### src/rtl/pwm_pkg.sv
// Shared definitions for the PWM duty-control path.
//   state_e : duty FSM states (idle, first press, auto-repeat)
//   btn_e   : which button owns the current press
//   Default* : default PWM period / step, also used by the debouncer top level
package pwm_pkg;

    typedef enum logic [1:0] {
        StIdle,
        StPress,
        StRepeat
    } state_e;

    typedef enum logic {
        BtnInc,
        BtnDec
    } btn_e;

    localparam int unsigned DefaultPeriod = 1000;
    localparam int unsigned DefaultStep   = 100;

endpackage

### src/rtl/pwm_gen.sv
// PWM generator: free-running period counter, shadow duty register and
// registered compare.
//   clk     : system clock
//   rst     : asynchronous reset, active-low
//   duty    : requested duty (0..PERIOD), sampled only at the period wrap
//   pwm_out : registered PWM output, high while counter < shadow duty
module pwm_gen
    import pwm_pkg::*;
#(
    parameter  int unsigned PERIOD = DefaultPeriod,
    localparam int unsigned DW     = $clog2(PERIOD + 1)
) (
    input  logic          clk,
    input  logic          rst,
    input  logic [DW-1:0] duty,
    output logic          pwm_out
);

    logic [DW-1:0] r_cnt;
    logic [DW-1:0] r_shadow;
    logic          r_pwm;
    logic          w_wrap;

    assign w_wrap = (r_cnt == DW'(PERIOD - 1));

    always_ff @(posedge clk or negedge rst) begin
        if (!rst) begin
            r_cnt    <= '0;
            r_shadow <= '0;
            r_pwm    <= 1'b0;
        end else begin
            r_cnt <= w_wrap ? '0 : r_cnt + 1'b1;
            // Duty only takes effect at the wrap so a period is never cut short.
            if (w_wrap) begin
                r_shadow <= duty;
            end
            r_pwm <= (r_cnt < r_shadow);
        end
    end

    assign pwm_out = r_pwm;

endmodule

### src/rtl/pwm_duty_ctrl.sv
// Push-button duty controller: edge-detects the debounced inc/dec levels,
// steps a saturating duty register on each press and auto-repeats while a
// button is held, then drives a glitch-free PWM from that duty.
//   clk     : system clock
//   rst     : asynchronous reset, active-low
//   inc_in  : debounced "increase" level (synchronous to clk)
//   dec_in  : debounced "decrease" level (synchronous to clk)
//   pwm_out : registered PWM output
//   duty    : current duty register
//   at_max  : duty == PERIOD
//   at_min  : duty == 0
module pwm_duty_ctrl
    import pwm_pkg::*;
#(
    parameter  int unsigned PERIOD        = DefaultPeriod,
    parameter  int unsigned STEP          = DefaultStep,
    parameter  int unsigned HOLD_CYCLES   = 50_000_000,
    parameter  int unsigned REPEAT_CYCLES = 10_000_000,
    localparam int unsigned DW            = $clog2(PERIOD + 1)
) (
    input  logic          clk,
    input  logic          rst,
    input  logic          inc_in,
    input  logic          dec_in,
    output logic          pwm_out,
    output logic [DW-1:0] duty,
    output logic          at_max,
    output logic          at_min
);

    localparam int unsigned CntMax = (HOLD_CYCLES > REPEAT_CYCLES) ? HOLD_CYCLES : REPEAT_CYCLES;
    localparam int unsigned CW     = $clog2(CntMax + 1);

    state_e        r_state, w_state_nxt;
    btn_e          r_btn, w_btn_nxt, w_step_btn;
    logic [CW-1:0] r_cnt, w_cnt_nxt;
    logic [DW-1:0] r_duty, w_duty_nxt;
    logic          r_inc_prev, r_dec_prev;
    logic          w_inc_rise, w_dec_rise, w_active, w_step;
    logic [DW-1:0] w_inc_val, w_dec_val;

    assign w_inc_rise = inc_in & ~r_inc_prev;
    assign w_dec_rise = dec_in & ~r_dec_prev;
    assign w_active   = (r_btn == BtnInc) ? inc_in : dec_in;

    // Compare before add/subtract so the DW-bit result can never wrap.
    assign w_inc_val = ((PERIOD - 32'(r_duty)) < STEP) ? DW'(PERIOD) : r_duty + DW'(STEP);
    assign w_dec_val = (32'(r_duty) < STEP) ? '0 : r_duty - DW'(STEP);

    always_comb begin
        w_state_nxt = r_state;
        w_btn_nxt   = r_btn;
        w_cnt_nxt   = r_cnt;
        w_step      = 1'b0;
        w_step_btn  = r_btn;
        unique case (r_state)
            StIdle: begin
                // Simultaneous rises are ambiguous and therefore ignored.
                if (w_inc_rise ^ w_dec_rise) begin
                    w_step      = 1'b1;
                    w_step_btn  = w_inc_rise ? BtnInc : BtnDec;
                    w_btn_nxt   = w_step_btn;
                    w_cnt_nxt   = '0;
                    w_state_nxt = StPress;
                end
            end
            StPress: begin
                if (!w_active) begin
                    w_state_nxt = StIdle;
                end else if (r_cnt == CW'(HOLD_CYCLES - 1)) begin
                    w_step      = 1'b1;
                    w_cnt_nxt   = '0;
                    w_state_nxt = StRepeat;
                end else begin
                    w_cnt_nxt = r_cnt + 1'b1;
                end
            end
            StRepeat: begin
                if (!w_active) begin
                    w_state_nxt = StIdle;
                end else if (r_cnt == CW'(REPEAT_CYCLES - 1)) begin
                    w_step    = 1'b1;
                    w_cnt_nxt = '0;
                end else begin
                    w_cnt_nxt = r_cnt + 1'b1;
                end
            end
            default: begin
                w_state_nxt = StIdle;
            end
        endcase

        w_duty_nxt = r_duty;
        if (w_step) begin
            w_duty_nxt = (w_step_btn == BtnInc) ? w_inc_val : w_dec_val;
        end
    end

    always_ff @(posedge clk or negedge rst) begin
        if (!rst) begin
            r_state    <= StIdle;
            r_btn      <= BtnInc;
            r_cnt      <= '0;
            r_duty     <= '0;
            r_inc_prev <= 1'b0;
            r_dec_prev <= 1'b0;
        end else begin
            r_state    <= w_state_nxt;
            r_btn      <= w_btn_nxt;
            r_cnt      <= w_cnt_nxt;
            r_duty     <= w_duty_nxt;
            r_inc_prev <= inc_in;
            r_dec_prev <= dec_in;
        end
    end

    pwm_gen #(
        .PERIOD (PERIOD)
    ) u_pwm_gen (
        .clk     (clk),
        .rst     (rst),
        .duty    (r_duty),
        .pwm_out (pwm_out)
    );

    assign duty   = r_duty;
    assign at_max = (r_duty == DW'(PERIOD));
    assign at_min = (r_duty == '0);

endmodule
### config.mk
export PLATFORM = sky130hd
export DESIGN_NAME = pwm_duty_ctrl
export DESIGN_NICKNAME = d
export VERILOG_FILES = /design/src/rtl/pwm_pkg.sv /design/src/rtl/pwm_gen.sv /design/src/rtl/pwm_duty_ctrl.sv
export SDC_FILE = /design/constraint.sdc
export NUM_CORES = 1
export LEC_CHECK = 0
export ABC_AREA = 0
export CORE_ASPECT_RATIO = 1.5
export CORE_MARGIN = 8
export CORE_UTILIZATION = 61
export DETAILED_ROUTE_END_ITERATION = 8
export MAX_ROUTING_LAYER = met4
export PLACE_DENSITY = 0.8
export SKIP_LAST_GASP = 1
export SLEW_MARGIN = 10
export SYNTH_ARGS = -nofsm -noshare
export SYNTH_HDL_FRONTEND = slang
export SYNTH_SLANG_ARGS = --single-unit
### constraint.sdc
create_clock -name clk -period 2.85 [get_ports clk]
set_clock_uncertainty 0.05 [all_clocks]
set_input_delay 0.57 -clock clk [delete_from_list [all_inputs] [get_ports clk]]
set_output_delay 0.57 -clock clk [all_outputs]
set_load 0.005 [all_outputs]
==> flow_summary.ini <==
[floorplan]
die_height_microns = 110
ios = 17
die_w_microns = 78.6
die-area_sq_um = 8650
start_util = 0.625
core_sq_um = 5740
rows = 34

[pwr]
ir_drop_uv = 479
power.leakage_uw = 0.00177
p_per_area_nw_per_um2 = 809

[synthesis]
seq_area_frac_synth = 0.404
ys_ff_latch = 58
yosys.area.top_type = dfrtp_1
yosys_warnings = 0
synth_common_cells = dfrtp_1 (58), nand2_1 (46), nor2_1 (44)
yosys.area.top_type_share = 0.404
yosysMostFrequentCell = dfrtp_1
synthFlopType = dfrtp_1
ys_types = 63
netlist_area_sq_um = 3590
synth.avg_cell_area_sq_um = 8.89
synth_edf_count = 0
yosys-top-cells-area = dfrtp_1 (40%), ha_1 (7.0%), nand2_1 (4.8%), nor2_1 (4.6%), o21ai_0 (4.5%)
synthCells = 404
synthArstFlopShare = 1.00

[timing]
hold_viol = 0
min_period_over_period = 0.923
maxSlewViolCount = 0
fmax_ghz = 0.380
worst_pin_slew_ns = 0.523
fin_ws_ns = 0.220
maxSlewHeadroom = 0.651
timing.final.crit_period_ns = 2.63
setup_viol = 0
rsz0062_at_grt = false
finalSetupTns_ns = 0

[global_routing]
grt_util_all_layers = 0.201
gr-usage-met1 = 0.205
antenna_found_initial = 0
grt_max_degree = 24
grt.met2_usage = 0.356
busiest_layer = met2
grt.overflow.total = 0
grt_pass1_vias = 3085
grt_pass1_wl_mm = 13.6
grt.met3_usage = 0.0398

[critical_path]
r2r-start = r_cnt[16]$_DFFE_PN0P_
crit_fanout = 10
arrival_ns = 2.80
required_ns = 3.02
rrSetupSlack_ns = 0.22
worstReg2RegEnd = r_cnt[0]$_DFFE_PN0P_
start_kind = flop
end_kind = flop
rr_worst_depth = 6
path_class = reg -> reg

[cts]
post_cts.repair.setup_buffers = 0
clk_latency_ns = 0.34
clock_path_buffers = 2
clock-sinks = 58
numCtsBuffers = 9
root_buffer = clkbuf_8
htreeDepth = 3
clk_pin_slew_ns = 0.08
ctsResizeCount = 0
cts_hold_buf = 0
tritoncts = done

[cells_and_area]
num_antenna_cells = 0
nNetsFinal = 451
area_growth_pct = 13.6
drive_gt1_frac = 0.104
nFillCells = 426

[placed_design]
routabilityCongestion = 0.946
dp_slack_ns = 0.128
dp_hpwl_mm = 5.77
port_buffers = 14

[hold_path]
hold_path.class = in -> async

[routing]
dr.pass1.iters = 6
route.final.wire_length_mm = 8.05
num_vias = 3078
final_antenna_net_count = 0
drc = 0
vias_per_cell = 6.11
drtIter0Drc = 292
wl_per_cell_microns = 16.0

[flow_run]
drv_cap = 0

[run_status]
outcome = finished clean
## per-stage QoR
stage | power, uW | instances | hold slack (ns) | utilization | area (sq um)
6_report | 3300 | 504 | 0.127 | 0.710 | 4080
4_1_cts | 3290 | 504 | 0.121 | 0.710 | 4080
5_1_grt | 3490 | 504 | 0.138 | 0.710 | 4080
2_1_floorplan | 1990 | 405 | 0.224 | - | 3590
3_5_place_dp | 2420 | 488 | 0.406 | 0.671 | 3850
3_3_place_gp | 2390 | 488 | 0.406 | 0.671 | 3850
## worst max path at each step
stage,slack [ns],startpoint,end
2_1_floorplan,0.29,duty[2]$_DFFE_PN0P_,duty[6]$_DFFE_PN0P_
3_3_place_gp,0.18,dec_in,r_cnt[25]$_DFFE_PN0P_
3_5_place_dp,0.13,dec_in,r_cnt[25]$_DFFE_PN0P_
4_1_cts,0.20,r_cnt[16]$_DFFE_PN0P_,duty[9]$_DFFE_PN0P_
5_1_grt,0.09,r_cnt[16]$_DFFE_PN0P_,r_cnt[0]$_DFFE_PN0P_
6_report,0.22,r_cnt[16]$_DFFE_PN0P_,r_cnt[0]$_DFFE_PN0P_
## registers in the layout, summed over array words and instances, names as in the netlist
name,flops
r_inc_prev,1
r_dec_prev,1
r_state,2
r_btn,1
duty,8
u_pwm_gen.pwm_out,1
r_cnt,26
u_pwm_gen.r_cnt,10
u_pwm_gen.r_shadow,8
## routing by layer
layer / vias up / share of wire / routed length, microns
met5: - / 0 / 0
met4: 0 / 0.036 / 289
met3: 30 / 0.043 / 348
met2: 99 / 0.53 / 4270
met1: 1475 / 0.39 / 3140
li1: 1474 / - / -
## layout make-up
class	count	area, sq um	area share
Multi-Input combinational cell	310	1970	0.483
Sequential cell	58	1450	0.356
Timing Repair Buffer	31	275	0.0675
Clock buffer	10	138	0.0337
Clock inverter	6	90.1	0.0221
Tap cell	72	90.1	0.0221
Inverter	17	63.8	0.0156
## cells by family after synthesis
| kind of cell | after synthesis | synth area share |
|---|---|---|
| DFF | 58 | 0.404 |
| xor gates and xnor gates | 25 | 0.0610 |
| AOI/OAI and AO/OA | 95 | 0.184 |
| muxes | 3 | 0.00906 |
| other | 1 | 0.00104 |
| adders and majority gates | 20 | 0.0697 |
| buffers and inverters | 37 | 0.0477 |
| and+or+nand+nor | 165 | 0.223 |
## critical path, cell delays in order, from the launching register on
cell     delay [ns]
dfrtp_1        0.42
or4_1          0.56
or4_4          0.54
o21a_1         0.23
o21ai_4        0.29
nor2_1         0.16
mux2_2         0.28
## cells in the final DEF, fill, tap and decap left out, drive strengths merged, types with 13 or more instances in the layout
master and count:
buf 18, clkdlybuf4s50 13, dfrtp 58, ha 20
inv 17, nand2 46, nand3 16, nor2 44
o21ai 33, xor2 15
## power breakdown
| group | switching [uW] | internal [uW] | total, uW |
|---|---|---|---|
| registers | 162 | 898 | 1060 |
| logic | 782 | 598 | 1380 |
| clock network | 344 | 517 | 861 |
Power figures use the tool's default switching activity.
==> variant, RTL diff (same settings) <==
Re-encode `state_e` (3 states) as one-hot, 3 bits wide.
--- a/src/rtl/pwm_pkg.sv
+++ b/src/rtl/pwm_pkg.sv
@@ -4,10 +4,10 @@
 //   Default* : default PWM period / step, also used by the debouncer top level
 package pwm_pkg;
 
-    typedef enum logic [1:0] {
-        StIdle,
-        StPress,
-        StRepeat
+    typedef enum logic [2:0] {
+        StIdle   = 3'b001,
+        StPress  = 3'b010,
+        StRepeat = 3'b100
     } state_e;
 
     typedef enum logic {
Behaviour: no difference found for any inputs over 10 cycles, from zero or initial values and one cycle with rst low; not proved beyond that.
==> variant against the unedited design <==
  * Die area rose by 0.23%
  * Setup slack got worse by 0.019 ns
  * Sequential cell count rose by 1
  * Total power fell by 14%
  * Utilization barely moved
  * Final area barely moved
  * Combinational power fell by 21%
  * Global-route usage rose by 0.47 points
  * Critical endpoint is now duty[5]
  * Area after synthesis rose by 0.28%
  * Routed wire length rose by 1.4%
  * Non-clock buffer count rose by 4
==> variant: results <==
export IMPL_synthMuxAreaShare=0.00869
export IMPL_ys_seq_area_frac=0.410
export IMPL_synth_area_per_cell_sq_um=8.70
export IMPL_dr_total_vias=3124
export IMPL_numCtsBuffers=9
export IMPL_clk_pin_slew_ns=0.07
export IMPL_yosysUniqueCellTypes=60
export IMPL_yosys_warnings=0
export IMPL_place_area_sq_mm=0.00391
export IMPL_synth_edff_count=0
export IMPL_nets=461
export IMPL_async_reset_ff_frac=1.00
export IMPL_worstSkewPairLatency_ns=0.34
export IMPL_synthAdderAreaFrac=0.0556
export IMPL_cp_arrival_ns=2.82
export IMPL_antenna_found_initial=0
export IMPL_cts_resized=0
export IMPL_synth_xor_area_share=0.0608
export IMPL_port_buffers=14
export IMPL_wirelength_mm=8.16
export IMPL_root_buffer="clkbuf_8"
export IMPL_slew_headroom=0.505
export IMPL_layout_cells_non_filler=518
export IMPL_grt_max_degree=60
export IMPL_grt_pass1_wl_mm=14.0
export IMPL_postCtsSetupRepairBufs=0
export IMPL_grt_pass1_vias=3124
export IMPL_hp_class="in2async"
export IMPL_ir_drop_mv=0.405
export IMPL_drt_first_pass_iters=4
export IMPL_yosys_top_cells_area="dfrtp_1 (40%), ha_1 (5.6%), nor2_1 (4.6%)"
export IMPL_globalRouteTotalUtil=0.206
export IMPL_status="finished, final reports clean"
export IMPL_ys_top_cells_by_count="dfrtp_1 (58), nor2_1 (44), nand2_1 (42), o21ai_0 (33), inv_1 (20)"
export IMPL_drive_gt1_frac=0.103
export IMPL_htree_num_levels=3
export IMPL_gp_congestion=0.892
export IMPL_crit_fanout=5
export IMPL_drt_initial_drc_count=223
export IMPL_synth_top_family_by_area="simple AND/OR/NAND/NOR gates"
export IMPL_leakagePower_nw=1.73
export IMPL_synth_compound_area_frac=0.164
export IMPL_reg_top3="r_cnt (26), u_pwm_gen.r_cnt (10)"
export IMPL_diodes=0
export IMPL_dp_hpwl_mm=5.73
export IMPL_synth_ff_type="dfrtp_1"
export IMPL_cts_path_max_buffers=2
export IMPL_pre_cts_ws_ns=0.0118
export IMPL_dp_cells=502
export IMPL_fillers=449
export IMPL_final_max_slew_viol_count=0
==> variant: changes by cell type after synthesis, sizes merged, moves of 4 or more <==
cell / change
a32oi: -5
nand4: +5
nor4: +5
ha: -4
inv: +4
nand2: -4
o31ai: +4
==> variant: worst paths after layout <==
check / from / to / slack [ns] / cells after the start
max: r_cnt[16] / duty[5] / 0.20 / 6
min: rst / duty[9] / 0.31 / 2
max reg2reg: r_cnt[16] / duty[5] / 0.20 / 6
min reg2reg: u_pwm_gen.r_cnt[0] / u_pwm_gen.r_cnt[0] / 0.42 / 1
max in group asynchronous: rst / u_pwm_gen.r_cnt[1] / 1.93 / 2
min in group clk: u_pwm_gen.r_cnt[0] / u_pwm_gen.r_cnt[0] / 0.42 / 1
==> variant: cells by family after synthesis <==
family          after synthesis
flops                        59
mux                           3
simple gates                179
fa+ha+maj                    16
buf+inv                      41
compound gates               90
xor+xnor                     25
other cells                   1
==> variant: final cells by class <==
type,count,area [sq um],area share
sequential,59,1480,0.362
multi-input combinational,315,1970,0.483
clock inverter,6,41.3,0.0101
tap,72,90.1,0.0221
inverter,21,78.8,0.0193
clock buffer,10,128,0.0313
timing repair buffer,35,293,0.0718
==> variant: power by group <==
part / leakage, nW / total [mW] / internal (mW) / switching (mW)
clock: 0.0787 / 0.670 / 0.315 / 0.355
sequential: 0.779 / 1.06 / 0.909 / 0.152
combinational: 0.875 / 1.09 / 0.498 / 0.595
total: 1.73 / 2.82 / 1.72 / 1.10
==> variant: layer usage <==
layer  routed length (um)  vias to the layer above  share of wire  global-route usage
li1                     -                     1533              -                   -
met1                 3280                     1500           0.40               0.208
met2                 4330                       70           0.53               0.370
met3                  297                       21          0.036              0.0422
met4                  248                        0          0.030               0.102
met5                    0                        -              0                   -
==> variant: worst max-delay path, cell delays in order, from the launching register on <==
cell and delay [ns]:
dfrtp_1 0.43, nor4b_1 0.55, nand4b_1 0.27, or4_4 0.55, nand3_2 0.10, a21bo_1 0.22, o32a_1 0.36
==> variant: metrics by stage <==
stage / total power, mW / hold WS (ns)
floorplan: 1.78 / 0.224
global placement: 2.14 / 0.395
detailed placement: 2.15 / 0.410
CTS: 2.84 / 0.348
global route: 3.01 / 0.382
finish: 2.82 / 0.314
